===== src/rtl/tbuff_pkg.sv =====
// Shared definitions for the text cursor engine: keystroke codes, FSM encoding
// and default grid dimensions.
package tbuff_pkg;

    localparam logic [7:0] ASC_BS    = 8'h08;
    localparam logic [7:0] ASC_LF    = 8'h0A;
    localparam logic [7:0] ASC_CR    = 8'h0D;
    localparam logic [7:0] ASC_ESC   = 8'h1B;
    localparam logic [7:0] ASC_SPACE = 8'h20;
    localparam logic [7:0] PRINT_MIN = 8'h20;
    localparam logic [7:0] PRINT_MAX = 8'h7E;

    localparam int COLS_S_DEF = 80;
    localparam int ROWS_S_DEF = 60;
    localparam int COLS_L_DEF = 40;
    localparam int ROWS_L_DEF = 30;

    typedef enum logic [1:0] {
        ST_IDLE  = 2'd0,
        ST_WRITE = 2'd1,
        ST_CLEAR = 2'd2
    } state_t;

    function automatic logic is_printable(input logic [7:0] code);
        return (code >= PRINT_MIN) && (code <= PRINT_MAX);
    endfunction

endpackage


===== src/rtl/grid_stepper.sv =====
// Combinational cell stepping over a cols x rows grid: next cell (row-major
// with wrap), previous cell, and the row below for newline.
module grid_stepper #(
    parameter int XW = 7,
    parameter int YW = 6
) (
    input  logic [XW-1:0] x,
    input  logic [YW-1:0] y,
    input  logic [XW:0]   cols,
    input  logic [YW:0]   rows,
    output logic [XW-1:0] next_x,
    output logic [YW-1:0] next_y,
    output logic [XW-1:0] prev_x,
    output logic [YW-1:0] prev_y,
    output logic [YW-1:0] nl_y,
    output logic          at_last,
    output logic          at_origin
);

    localparam logic [XW-1:0] X_ONE  = XW'(1);
    localparam logic [YW-1:0] Y_ONE  = YW'(1);
    localparam logic [XW:0]   XC_ONE = (XW+1)'(1);
    localparam logic [YW:0]   YC_ONE = (YW+1)'(1);

    logic [XW-1:0] last_x;
    logic [YW-1:0] last_y;
    logic          at_last_col;
    logic          at_last_row;

    assign last_x      = XW'(cols - XC_ONE);
    assign last_y      = YW'(rows - YC_ONE);
    assign at_last_col = (x == last_x);
    assign at_last_row = (y == last_y);
    assign at_last     = at_last_col && at_last_row;
    assign at_origin   = (x == '0) && (y == '0);

    assign nl_y   = at_last_row ? '0 : y + Y_ONE;
    assign next_x = at_last_col ? '0 : x + X_ONE;
    assign next_y = at_last_col ? nl_y : y;

    // Only meaningful away from the origin; the caller treats (0,0) as a no-op.
    assign prev_x = (x == '0) ? last_x : x - X_ONE;
    assign prev_y = (x == '0) ? y - Y_ONE : y;

endmodule


===== src/rtl/text_cursor_engine.sv =====
// Converts an ASCII keystroke stream into cell-write requests and tracks the
// cursor over a small- or large-glyph grid.
//
// state    | meaning
// ---------+-------------------------------------------------------------
// ST_IDLE  | waiting for a keystroke or a grid-mode change
// ST_WRITE | one cell write outstanding (printable or backspace blank)
// ST_CLEAR | sweeping the whole active grid with blanks, colour 0
module text_cursor_engine
    import tbuff_pkg::*;
#(
    parameter int COLS_S = COLS_S_DEF,
    parameter int ROWS_S = ROWS_S_DEF,
    parameter int COLS_L = COLS_L_DEF,
    parameter int ROWS_L = ROWS_L_DEF,
    parameter int XW     = 7,
    parameter int YW     = 6,
    parameter int CW     = 3
) (
    input  logic          clk,
    input  logic          resetn,
    input  logic          sL,
    input  logic          key_valid,
    input  logic [7:0]    key_ascii,
    output logic          key_ready,
    input  logic [CW-1:0] colour,
    output logic          wr_req,
    input  logic          wr_ack,
    output logic [XW-1:0] wr_x,
    output logic [YW-1:0] wr_y,
    output logic [7:0]    wr_ascii,
    output logic [CW-1:0] wr_colour,
    output logic [XW-1:0] cur_x,
    output logic [YW-1:0] cur_y,
    output logic          cur_en,
    output logic          busy
);

    localparam logic [XW:0] COLS_S_W = (XW+1)'(COLS_S);
    localparam logic [XW:0] COLS_L_W = (XW+1)'(COLS_L);
    localparam logic [YW:0] ROWS_S_W = (YW+1)'(ROWS_S);
    localparam logic [YW:0] ROWS_L_W = (YW+1)'(ROWS_L);

    state_t        state, state_d;
    logic          sl_q, sl_q_d;
    logic          bs_q, bs_d;
    logic [XW-1:0] cur_x_d, wr_x_d;
    logic [YW-1:0] cur_y_d, wr_y_d;
    logic          wr_req_d;
    logic [7:0]    wr_ascii_d;
    logic [CW-1:0] wr_colour_d;
    logic          mode_chg;
    logic          go_clear;

    logic [XW:0]   cols_act;
    logic [YW:0]   rows_act;
    logic [XW-1:0] step_x, next_x, prev_x;
    logic [YW-1:0] step_y, next_y, prev_y, nl_y;
    logic          at_last, at_origin;

    assign cols_act = sl_q ? COLS_L_W : COLS_S_W;
    assign rows_act = sl_q ? ROWS_L_W : ROWS_S_W;

    // The sweep walks the write address; everything else steps the cursor.
    assign step_x = (state == ST_CLEAR) ? wr_x : cur_x;
    assign step_y = (state == ST_CLEAR) ? wr_y : cur_y;

    grid_stepper #(
        .XW(XW),
        .YW(YW)
    ) u_stepper (
        .x        (step_x),
        .y        (step_y),
        .cols     (cols_act),
        .rows     (rows_act),
        .next_x   (next_x),
        .next_y   (next_y),
        .prev_x   (prev_x),
        .prev_y   (prev_y),
        .nl_y     (nl_y),
        .at_last  (at_last),
        .at_origin(at_origin)
    );

    assign mode_chg  = (sL != sl_q);
    assign key_ready = (state == ST_IDLE) && !mode_chg;
    assign cur_en    = (state != ST_CLEAR);
    assign busy      = (state != ST_IDLE);

    always_comb begin
        state_d     = state;
        sl_q_d      = sl_q;
        bs_d        = bs_q;
        cur_x_d     = cur_x;
        cur_y_d     = cur_y;
        wr_req_d    = wr_req;
        wr_x_d      = wr_x;
        wr_y_d      = wr_y;
        wr_ascii_d  = wr_ascii;
        wr_colour_d = wr_colour;
        go_clear    = 1'b0;

        case (state)
            ST_IDLE: begin
                sl_q_d = sL;
                if (mode_chg) begin
                    go_clear = 1'b1;
                end else if (key_valid) begin
                    if (is_printable(key_ascii)) begin
                        wr_req_d    = 1'b1;
                        wr_x_d      = cur_x;
                        wr_y_d      = cur_y;
                        wr_ascii_d  = key_ascii;
                        wr_colour_d = colour;
                        bs_d        = 1'b0;
                        state_d     = ST_WRITE;
                    end else begin
                        case (key_ascii)
                            ASC_BS: begin
                                if (!at_origin) begin
                                    cur_x_d     = prev_x;
                                    cur_y_d     = prev_y;
                                    wr_req_d    = 1'b1;
                                    wr_x_d      = prev_x;
                                    wr_y_d      = prev_y;
                                    wr_ascii_d  = ASC_SPACE;
                                    wr_colour_d = colour;
                                    bs_d        = 1'b1;
                                    state_d     = ST_WRITE;
                                end
                            end
                            ASC_CR, ASC_LF: begin
                                cur_x_d = '0;
                                cur_y_d = nl_y;
                            end
                            ASC_ESC: go_clear = 1'b1;
                            default: ;
                        endcase
                    end
                end
            end

            ST_WRITE: begin
                if (wr_ack) begin
                    wr_req_d = 1'b0;
                    state_d  = ST_IDLE;
                    if (!bs_q) begin
                        cur_x_d = next_x;
                        cur_y_d = next_y;
                    end
                end
            end

            ST_CLEAR: begin
                if (wr_ack) begin
                    if (at_last) begin
                        wr_req_d = 1'b0;
                        cur_x_d  = '0;
                        cur_y_d  = '0;
                        state_d  = ST_IDLE;
                    end else begin
                        wr_x_d = next_x;
                        wr_y_d = next_y;
                    end
                end
            end

            default: state_d = ST_IDLE;
        endcase

        // Both ESC and a grid-mode change home the cursor and start the sweep.
        if (go_clear) begin
            cur_x_d     = '0;
            cur_y_d     = '0;
            wr_req_d    = 1'b1;
            wr_x_d      = '0;
            wr_y_d      = '0;
            wr_ascii_d  = ASC_SPACE;
            wr_colour_d = '0;
            state_d     = ST_CLEAR;
        end
    end

    always_ff @(posedge clk or negedge resetn) begin
        if (!resetn) begin
            state     <= ST_IDLE;
            sl_q      <= 1'b0;
            bs_q      <= 1'b0;
            cur_x     <= '0;
            cur_y     <= '0;
            wr_req    <= 1'b0;
            wr_x      <= '0;
            wr_y      <= '0;
            wr_ascii  <= '0;
            wr_colour <= '0;
        end else begin
            state     <= state_d;
            sl_q      <= sl_q_d;
            bs_q      <= bs_d;
            cur_x     <= cur_x_d;
            cur_y     <= cur_y_d;
            wr_req    <= wr_req_d;
            wr_x      <= wr_x_d;
            wr_y      <= wr_y_d;
            wr_ascii  <= wr_ascii_d;
            wr_colour <= wr_colour_d;
        end
    end

endmodule


===== config.mk =====
export PLATFORM = sky130hd
export DESIGN_NAME = text_cursor_engine
export DESIGN_NICKNAME = d
export VERILOG_FILES = /design/src/rtl/tbuff_pkg.sv /design/src/rtl/grid_stepper.sv /design/src/rtl/text_cursor_engine.sv
export SDC_FILE = /design/constraint.sdc
export NUM_CORES = 1
export LEC_CHECK = 0
export ABC_AREA = 1
export ABC_CLOCK_PERIOD_IN_PS = 4600
export CAP_MARGIN = 20
export CORE_MARGIN = 10
export CORE_UTILIZATION = 50
export CTS_CLUSTER_DIAMETER = 40
export DETAILED_ROUTE_END_ITERATION = 16
export PLACE_DENSITY_LB_ADDON = 0.05
export SLEW_MARGIN = 10
export SYNTH_ARGS = -nofsm -noshare
export SYNTH_HDL_FRONTEND = slang
export SYNTH_SLANG_ARGS = --single-unit
export TNS_END_PERCENT = 10

===== constraint.sdc =====
create_clock -name clk -period 4.6 [get_ports clk]
set_input_delay 0.69 -clock clk [delete_from_list [all_inputs] [get_ports clk]]
set_output_delay 0.69 -clock clk [all_outputs]
set_load 0.02 [all_outputs]

==> out/qor.txt <==
Outcome -> completed
Max Clock Skew -> 0.00790 ns
Number of max-cap violations -> 0
WS Path Type -> reg -> reg
RSZ-0062 raised after global routing -> no
Register Area -> 1050 um2
Overall Power -> 3.61 mW
Crit path time final -> 3.52 ns
Mapped cell area -> 3670 um2
Top cell type's share of synthesized area -> 28.7%
First-pass GRT wire length -> 19800 um
Crit path DAT -> 3.72 ns
Slew headroom -> 38.9%
Footprint of the multi-input gates -> 2230 um2
Post-synthesis average cell area -> 6.11 um2
Yosys warnings -> 0
H-tree levels -> 2
CORE AREA -> 7180 um2
Synth area leader -> dfrtp_1
Crit. End Element -> flip-flop
Worst min path class -> in -> async
Port Buffers -> 56
Die area -> 11200 um2
TritonCTS Sinks -> 42
Final hold vios -> 0
Worst path max stage delay -> 0.70 ns
HPWL Detailed -> 8870 um
N_diodes -> 0
CTS resizes -> 0
Final Util -> 61.3%
Count leader, synth -> nand2_1
Detail Route Antenna Nets -> 0
Syn-to-layout area delta -> 19.9%
Mapped Nets -> 627
Tcrit/Tclk final -> 76.5%
Initial DRC Count -> 354
Die W -> 106 um
CP Launch Type -> flip-flop
Vias -> 4056
Starting Density -> 51.1%
Synth top cells by count -> 228 x nand2_1, 63 x inv_1, 61 x nand3_1
Gr usage total -> 21.6%
Crit-path slowest cell -> nor2_1
Worst-skew pair later-pin latency -> 0.31 ns
Fmax -> 0.284 GHz
Initial DRT Pass Iterations -> 7
Max-slew violations -> 0
DR vias/cell -> 5.41
Seq/Total Area, Yosys -> 28.7%
# rows -> 31
Worst slew pin tran -> 0.913 ns
Number of global-route vias before repair -> 3834
Clock tree buffer depth -> 2
GP Congestion -> 0.956
Initial antenna violation count -> 0
Setup TNS -> 0 ns
Async S/R FF share, synth -> 100%
Clock transition at path regs -> 0.09 ns
Max FO, Critical Path -> 20
Inserted Clock Buffers -> 5
Final setup vio count -> 0
Leak -> 2.29 nW
Critical-path cell list -> inv_1, ha_1, buf_4, o21ai_0, ha_1, inv_1, nor2_2, inv_1, nor2_1, nand2_1, nand2_1, nor2_1, o21ai_0, inv_1, nand2_1, nand2_1
Cts hold-fix bufs -> 0
Routed WL -> 12100 um
Die height -> 106 um
Filler Cell Count -> 726
TritonCTS clock tree -> yes
Syn Inst Count -> 600
Num ports -> 57
WP data required -> 4.80 ns
Cell family with most CP delay -> simple AND/OR/NAND/NOR gates
Share of cells above drive strength 1 -> 7.68%
VDD IR max -> 0.485 mV
CTS root buffer -> clkbuf_8
Top_reg_cell synth -> dfrtp_1
Top post-synthesis cells by area -> dfrtp_1 29%, nand2_1 23%, nand3_1 8.3%
Routed len/inst -> 16.1 um
Post-synth EDFFs -> 0
Final nets -> 677
Power per cell area -> 822 nW/um2
Buffers & Inverters on Critical Path -> 5
Largest net degree at the start of global routing -> 43
Residual DRC -> 0
FF+latch count, synth -> 42
Congestion Overflow GR -> 0
Post-synthesis cell type count -> 33
Post-CTS Setup Inserts -> 0
cell usage in the layout (no fill, tap or decap), types with 2 or more instances in the layout:
master	Yosys	final
o22ai_1	2	2
o21ai_0	42	42
xor2_1	4	4
nand2_1	228	228
o211ai_1	4	4
nand4_1	9	9
nand3_2	2	2
inv_1	63	63
o21ai_1	22	22
ha_1	11	11
o21ai_2	2	2
buf_4	5	7
clkbuf_8	0	5
nor3_1	2	2
o21bai_1	2	2
inv_2	5	5
nand2_2	10	10
nor2_1	44	44
nor2_2	9	9
clkdlybuf4s50_1	0	55
dfrtp_1	42	42
nand3_1	61	61
a21oi_1	6	6
final timing paths:
check	from	endpoint	slack, ns	cells after the start
max	state[0]	wr_x[3]	1.08	16
min reg2reg	wr_ascii[1]	wr_ascii[1]	0.47	2
max reg2reg	state[0]	wr_x[3]	1.08	16
min	resetn	cur_y[3]	0.29	1
min in group clk	wr_ascii[1]	wr_ascii[1]	0.47	2
max in group asynchronous	resetn	cur_x[3]	3.81	2
metal layers:
layer,wire [um],track usage (%),part of all wire [%],up-vias
met1,5330,28.5,44,1832
met5,0,0,0,-
met3,988,4.63,8.2,27
met2,5480,34.1,45,187
li1,-,-,-,2010
met4,268,7.35,2.2,0
cell type report:
| class | instances | share of cell area, % |
|---|---|---|
| Clock buffer | 6 | 1.65 |
| Clock inverter | 2 | 0.854 |
| Inverter | 68 | 5.81 |
| Multi-Input combinational cell | 469 | 50.7 |
| Sequential cell | 42 | 23.9 |
| Tap cell | 99 | 2.82 |
| Timing Repair Buffer | 64 | 14.3 |
per-stage QoR:
| stage | hold slack, ns | setup slack (ns) | instance area, um2 | cells |
|---|---|---|---|---|
| after global routing | 0.301 | 0.767 | 4400 | 750 |
| after CTS | 0.479 | 1.15 | 4380 | 749 |
| after global placement | 0.456 | 1.13 | 4270 | 741 |
| after detailed placement | 0.458 | 0.976 | 4270 | 741 |
| final | 0.289 | 1.08 | 4400 | 750 |
| after floorplan | 0.394 | 1.98 | 3670 | 600 |
cell families (layout without fill, tap and decap cells):
kind of cell	after synthesis	in the layout	synth area share (%)
simple gates	370	370	43.3
buf+inv	89	140	10.6
compound gates	83	83	12.5
flops	42	42	28.7
fa+ha+maj	11	11	3.75
xor+xnor	5	5	1.19
worst reg2reg max path, stage by stage, from the launching register on:
cell	delay (ns)
dfrtp_1	0.38
inv_1	0.09
ha_1	0.28
buf_4	0.24
o21ai_0	0.47
ha_1	0.24
inv_1	0.05
nor2_2	0.13
inv_1	0.05
nor2_1	0.70
nand2_1	0.22
nand2_1	0.16
nor2_1	0.05
o21ai_0	0.18
inv_1	0.06
nand2_1	0.06
nand2_1	0.04
sequential cells by signal (all words and copies together) (netlist names):
register,flops
wr_ascii,8
wr_req,1
state,2
wr_x,7
cur_x,7
wr_colour,3
wr_y,6
cur_y,6
bs_q,1
sl_q,1
where the power goes:
group	internal (mW)	total, mW	switching [mW]
Clock	0.162	0.311	0.148
Combinational	0.889	2.66	1.77
Sequential	0.520	0.648	0.128
(Power assumes the default switching activity.)
